===== src/rtl/tag_alloc_pkg.sv =====
// Shared types and constants for the free-tag allocator and its priority encoder.
package tag_alloc_pkg;

  localparam int TAG_W    = 7;
  localparam int MAX_TAGS = 96;

  typedef logic [TAG_W-1:0]    tag_t;
  typedef logic [MAX_TAGS-1:0] tag_map_t;

  localparam tag_t NO_TAG = 7'd96;

  // Bitmap with the low n tags free; bits at or above n stay zero.
  function automatic tag_map_t reset_map(input int n);
    tag_map_t m;
    m = '0;
    for (int i = 0; i < MAX_TAGS; i++)
      if (i < n) m[i] = 1'b1;
    return m;
  endfunction

endpackage


===== src/rtl/tag_alloc_96_pri_enc.sv =====
// Registered 96:7 lowest-set-bit encoder; dout is NO_TAG when din is empty.
// One cycle latency, no reset on the output register.
module pri_enc_96_7
  import tag_alloc_pkg::*;
#(
  parameter bit SIM_EMULATE = 1'b0
) (
  input  logic     clk,
  input  tag_map_t din,
  output tag_t     dout
);

  tag_t dout_d, dout_q;

  if (SIM_EMULATE) begin : g_emu
    always_comb begin
      dout_d = NO_TAG;
      for (int i = MAX_TAGS - 1; i >= 0; i--)
        if (din[i]) dout_d = tag_t'(i);
    end
  end else begin : g_tree
    // Two-level search: lowest bit inside each byte, then lowest non-empty byte.
    logic [11:0]      grp_any;
    logic [11:0][2:0] grp_low;

    always_comb begin
      grp_any = '0;
      grp_low = '0;
      dout_d  = NO_TAG;
      for (int g = 0; g < 12; g++) begin
        grp_any[g] = |din[g*8 +: 8];
        for (int b = 7; b >= 0; b--)
          if (din[g*8 + b]) grp_low[g] = 3'(b);
      end
      for (int g = 11; g >= 0; g--)
        if (grp_any[g]) dout_d = {4'(g), grp_low[g]};
    end
  end

  always_ff @(posedge clk) dout_q <= dout_d;

  assign dout = dout_q;

endmodule


===== src/rtl/tag_alloc_96.sv =====
// Free-tag allocator: keeps a free bitmap, presents the lowest free tag on a
// valid/ready port and accepts tag returns on a release port.
module tag_alloc_96
  import tag_alloc_pkg::*;
#(
  parameter int NUM_TAGS    = 96,
  parameter bit SIM_EMULATE = 1'b0
) (
  input  logic clk,
  input  logic rst,
  output logic tag_valid,
  input  logic tag_ready,
  output tag_t tag_out,
  input  logic rel_valid,
  input  tag_t rel_tag,
  output tag_t free_count,
  output logic rel_err
);

  localparam tag_map_t VALID_MASK  = reset_map(NUM_TAGS);
  localparam tag_t     NUM_TAGS_T  = tag_t'(NUM_TAGS);

  tag_map_t free_map_d, free_map_q;
  logic     tag_valid_d, tag_valid_q;
  tag_t     tag_out_d, tag_out_q;
  tag_t     free_count_d, free_count_q;
  logic     rel_err_d, rel_err_q;
  logic     enc_ok_d, enc_ok_q;

  tag_t     enc;
  tag_map_t enc_din;
  tag_map_t clr_mask, set_mask;
  logic     load, rel_free, rel_legal;

  // Encoder sees next-state map, so its registered output tracks free_map_q.
  pri_enc_96_7 #(.SIM_EMULATE(SIM_EMULATE)) u_enc (
    .clk  (clk),
    .din  (enc_din),
    .dout (enc)
  );

  always_comb begin
    load      = enc_ok_q && (enc != NO_TAG) && (!tag_valid_q || tag_ready);
    rel_free  = |(free_map_q & (tag_map_t'(1) << rel_tag));
    rel_legal = rel_valid && (rel_tag < NUM_TAGS_T) && !rel_free &&
                !(tag_valid_q && (rel_tag == tag_out_q));

    clr_mask  = load      ? (tag_map_t'(1) << enc)     : '0;
    set_mask  = rel_legal ? (tag_map_t'(1) << rel_tag) : '0;
    free_map_d = ((free_map_q & ~clr_mask) | set_mask) & VALID_MASK;

    tag_valid_d = tag_valid_q;
    tag_out_d   = tag_out_q;
    if (load) begin
      tag_valid_d = 1'b1;
      tag_out_d   = enc;
    end else if (tag_valid_q && tag_ready) begin
      tag_valid_d = 1'b0;
    end

    free_count_d = free_count_q + tag_t'(rel_legal) - tag_t'(load);
    rel_err_d    = rel_err_q | (rel_valid && !rel_legal);
    enc_ok_d     = 1'b1;

    enc_din = rst ? VALID_MASK : free_map_d;
  end

  always_ff @(posedge clk) begin
    if (rst) begin
      free_map_q   <= VALID_MASK;
      tag_valid_q  <= 1'b0;
      tag_out_q    <= '0;
      free_count_q <= NUM_TAGS_T;
      rel_err_q    <= 1'b0;
      enc_ok_q     <= 1'b0;
    end else begin
      free_map_q   <= free_map_d;
      tag_valid_q  <= tag_valid_d;
      tag_out_q    <= tag_out_d;
      free_count_q <= free_count_d;
      rel_err_q    <= rel_err_d;
      enc_ok_q     <= enc_ok_d;
    end
  end

  assign tag_valid  = tag_valid_q;
  assign tag_out    = tag_out_q;
  assign free_count = free_count_q;
  assign rel_err    = rel_err_q;

endmodule


===== config.mk =====
export PLATFORM = sky130hd
export DESIGN_NAME = tag_alloc_96
export DESIGN_NICKNAME = d
export VERILOG_FILES = /design/src/rtl/tag_alloc_pkg.sv /design/src/rtl/tag_alloc_96_pri_enc.sv /design/src/rtl/tag_alloc_96.sv
export SDC_FILE = /design/constraint.sdc
export NUM_CORES = 1
export LEC_CHECK = 0
export ABC_AREA = 1
export CORE_ASPECT_RATIO = 1.75
export CORE_UTILIZATION = 63
export DETAILED_ROUTE_END_ITERATION = 7
export PLACE_DENSITY = 0.81
export SETUP_SLACK_MARGIN = 0.2
export SLEW_MARGIN = 20
export SYNTH_ARGS = -nofsm -noshare
export SYNTH_HDL_FRONTEND = slang
export SYNTH_SLANG_ARGS = --single-unit

===== constraint.sdc =====
create_clock -name clk -period 5.33 [get_ports clk]
set_input_delay 1.066 -clock clk [delete_from_list [all_inputs] [get_ports clk]]
set_output_delay 1.066 -clock clk [all_outputs]
set_load 0.01 [all_outputs]

==> run metrics, run 1 <==
initial core utilization=64.6%; post-synthesis sequential area ratio=29.8%; Num CTS Buffers=17; number of global-route vias before repair=9848; first-pass GRT wire length=54100 um; Post-CTS Hold Buffers=0; number of synthesized flops with an enable pin=0; syn_area_per_cell=6.02 um2; syn nets=1359; ys flop type=dfxtp_1; clock buffer depth=2; die height=152 um; Post-CTS Resized=0; outcome=stopped before the end; largest area contributor in the netlist=dfxtp_1; Root Buffer=clkbuf_16; GPL Wtd Cong=1.11; GRT Residual Overflow=1; Error=[ERROR GRT-0116] Global routing finished with congestion. Check the congestion regions in the DRC Viewer.; Fail Step=5_1_grt; # rows=54; Total GRT Usage=55.4%; Area contributors post-synth=dfxtp_1 30%, nand2_1 14%, nand3_1 11%; Distinct cells, synth=39; Post-Synthesis Cells=1340; placed wire-length estimate=25500 um; synth cell count leaders=293 x nand2_1, 194 x nor2_1, 174 x nand3_1, 120 x dfxtp_1, 108 x inv_1; most frequent cell after synthesis=nand2_1; FF+latch count, synth=120; dpl cells=1519; Post-synth ARST share=0%; post-synthesis cell area=8070 um2; Synth Warn #=0; Post-CTS Setup Bufs=0; Yosys top cell area share=29.8%; largest net degree at the start of global routing=55; clk sinks=120; die width=87.6 um; PortBufs=26; CTS H-tree depth=4; IO Pins=27
[routing by layer]
metal | overflow | GRT usage [%]
met5 | 0 | 0
met4 | 0 | 50.7
met3 | 0 | 23.7
met2 | 1 | 81.6
met1 | 0 | 59.0
[logic make-up after synthesis]
group | count (synthesis) | share of synthesized area (%)
AOI/OAI and AO/OA | 200 | 13.7
and+or+nand+nor | 799 | 44.2
buffers and inverters | 212 | 10.9
DFF | 120 | 29.8
xor gates and xnor gates | 1 | 0.109
adders and majority gates | 8 | 1.33
[metrics by stage]
stage	utilization [%]	setup WS, ps	area [um2]
2_1_floorplan	-	885	8070
3_5_place_dp	69.5	95.0	8690
4_1_cts	74.4	491	9300
3_3_place_gp	69.5	116	8690
==> run 2, diff against run 1 <==
--- a/config.mk
+++ b/config.mk
@@ -6,11 +6,9 @@
 export NUM_CORES = 1
 export LEC_CHECK = 0
 export ABC_AREA = 1
-export CORE_ASPECT_RATIO = 1.75
-export CORE_UTILIZATION = 63
+export CORE_UTILIZATION = 40
 export DETAILED_ROUTE_END_ITERATION = 7
-export PLACE_DENSITY = 0.81
-export SETUP_SLACK_MARGIN = 0.2
+export PLACE_DENSITY_LB_ADDON = 0.15
 export SLEW_MARGIN = 20
 export SYNTH_ARGS = -nofsm -noshare
 export SYNTH_HDL_FRONTEND = slang
==> run 2 against run 1 <==
Compared with the run above:
- the run now ends clean
- area after synthesis unchanged
- synthesized cell count unchanged
==> run metrics, run 2 <==
Top cell by count, worst path=nand2_1; synth-to-layout area growth=24.0%; Slew Limit Fails=0; Num CTS Buffers=17 (unchanged); mux contribution to synthesized area=0% (unchanged); RSZ-0062 raised after global routing=no; IO Pins=27 (unchanged); fin crit period=4920 ps; Cell Pwr Density=265 nW/um2; CP max-delay cell=clkdlybuf4s50_1; main combinational cell family by area after synthesis=simple AND/OR/NAND/NOR gates; final setup margin=405 ps; Post-CTS Setup Bufs=0 (unchanged); Synth Warn #=0 (unchanged); Total GRT Usage=36.9%; FF+latch count, synth=120 (unchanged); pre-CTS setup slack=169 ps (+73.7 ps); largest area contributor in the netlist=dfxtp_1; PortBufs=26 (unchanged); number of synthesized flops with an enable pin=0 (unchanged); most frequent cell after synthesis=nand2_1; GRT Residual Overflow=0; Antenna Cells=0; DRC errors left=0; RR Startpoint=u_enc.dout[3]$_SDFF_PN0_; hold crit path type=reg2reg; 1st-iter DRT viols=1483; CTS H-tree depth=4 (unchanged); antenna violations before repair=0; layout cells sized above 1=15.5%; syn nets=1359 (unchanged); GPL Wtd Cong=1.01 (-9.2%); Worst-path clk slew=60 ps; post-synthesis sequential area ratio=29.8% (unchanged); Post-synth ARST share=0% (unchanged); clock buffer depth=2 (unchanged); R2R setup slack=880 ps; initial core utilization=41.2% (-23 points); min-delay src=rel_err$_SDFF_PP0_; Adder-Cell Fraction of Synth Area=1.33% (unchanged); Area contributors post-synth=dfxtp_1 30%, nand2_1 14%, nand3_1 11%; number of max-cap violations=0; commonest non-fill, non-tap cell in the layout=nand2_1; number of fill cells=2081; CP Capture Type=flop; CP Launch Type=input port; Post-Synthesis Cells=1340 (unchanged); Storage cell area=2400 um2; Root Buffer=clkbuf_16; routed vias/inst=5.82; most frequent cells in the layout=293 x nand2_1, 194 x nor2_1, 174 x nand3_1; fin crit share=92.4%; outcome=finished clean; worst reg-to-reg path cell count=22; Largest register FFs=96; Post-CTS Hold Buffers=0 (unchanged); syn_area_per_cell=6.02 um2 (unchanged); ys flop type=dfxtp_1; Final Hold Viols=0; antenna viol nets, final=0; 1st-pass router iterations=6; post-synthesis cell area=8070 um2 (unchanged); Nets=1462; via count=10017; Post-CTS Resized=0 (unchanged); CP Max Fanout=29; Worst Hold End=rel_err$_SDFF_PP0_; Highest Clock Rate=203 MHz; worst hold slack=482 ps; die height=144 um (-5.1%); CP max stage delay=610 ps; core footprint=19600 um2; final wirelength=36800 um; XOR/XNOR Fraction of Synth Area=0.109% (unchanged); footprint of the multi-input gates=4790 um2; Worst-Margin Slew=928 ps; final setup vio count=0; number of global-route vias before repair=9135; worst vdd ir=0.221 mV; Worst EP arrival=5300 ps; post-synthesis compound-gate area fraction=13.7% (unchanged); relative slew slack=37.7%; CTS tree=done; Worst EP required=5700 ps; clock latency on the worst-skew pair=440 ps; Fin Setup TNS=0 ps; kind of critical path=in2reg; FF-to-FF End=u_enc.dout[1]$_DFF_P_; Leakage=4.20 nW; die area=20800 um2; synth cell count leaders=293 x nand2_1, 194 x nor2_1, 174 x nand3_1, 120 x dfxtp_1, 108 x inv_1; # rows=51 (-5.6%); Biggest register=free_map_q; die width=144 um (+65%); Synth Area in Simple Gates=44.2% (unchanged); Hold Crit Depth=2; clk sinks=120 (unchanged); largest net degree at the start of global routing=55; DR WL/cell=21.4 um; placed wire-length estimate=28400 um (+11%); Distinct cells, synth=39 (unchanged); skew final=10.2 ps; Yosys top cell area share=29.8% (unchanged); first-pass GRT wire length=55500 um
==> run 2: cell counts after synthesis <==
No cell type changed its count.
==> run 2: cell families (layout without fill, tap and decap cells) <==
group                      count (synthesis)  in the layout
AOI/OAI and AO/OA                        200            200
and+or+nand+nor                          799            799
DFF                                      120            120
adders and majority gates                  8              8
xor gates and xnor gates                   1              1
buffers and inverters                    212            328
==> run 2: layout make-up <==
class / instances / share of cell area (%)
Clock buffer: 19 / 4.53
Clock inverter: 13 / 1.70
Timing Repair Buffer: 163 / 13.5
Multi-Input combinational cell: 1008 / 47.9
Tap cell: 265 / 3.31
Sequential cell: 120 / 24.0
Inverter: 133 / 5.04
==> run 2: routing by layer <==
layer	wire [um]	part of all wire [%]	vias up	track usage, %
met5	0	0	-	0
met4	2010	5.4	0	20.1
met3	4000	11	126	7.85
met2	15600	42	667	55.0
met1	15200	41	4540	49.4
li1	-	-	4684	-
==> run 2: worst max path at each step <==
stage	from	to	slack, ps	depth (start not counted)
global placement	rel_tag[4]	u_enc.dout[1]$_DFF_P_	220	26
finish	rel_tag[0]	u_enc.dout[1]$_DFF_P_	410	31
CTS	rel_tag[0]	u_enc.dout[1]$_DFF_P_	590	30
global route	rel_tag[0]	u_enc.dout[1]$_DFF_P_	40	30
detailed placement	rel_tag[0]	u_enc.dout[1]$_DFF_P_	170	30
floorplan	rel_tag[6]	free_count[6]$_SDFF_PP1_	880	22
==> run 2: critical path, delay by kind of cell <==
family	cells	cell delay, ps
compound gates	2	190
buf+inv	7	1400
simple gates	22	2570
==> run 2: report_power, final <==
group	internal [mW]	switching (mW)	leakage (nW)
clock	0.763	0.483	0.296
sequential	0.927	0.0247	0.975
combinational	0.170	0.285	2.93
total	1.86	0.793	4.20
==> run 2: per-stage QoR <==
step,power (mW),utilization [%],instances,cell area (um2)
2_1_floorplan,1.24,-,1340,8070
3_3_place_gp,1.42,47.9,1689,9390
3_5_place_dp,1.42,47.9,1689,9390
4_1_cts,2.64,51.1,1721,10000
5_1_grt,2.75,51.1,1721,10000
6_report,2.65,51.1,1721,10000
Note: power is estimated with default switching activity, not from simulation.
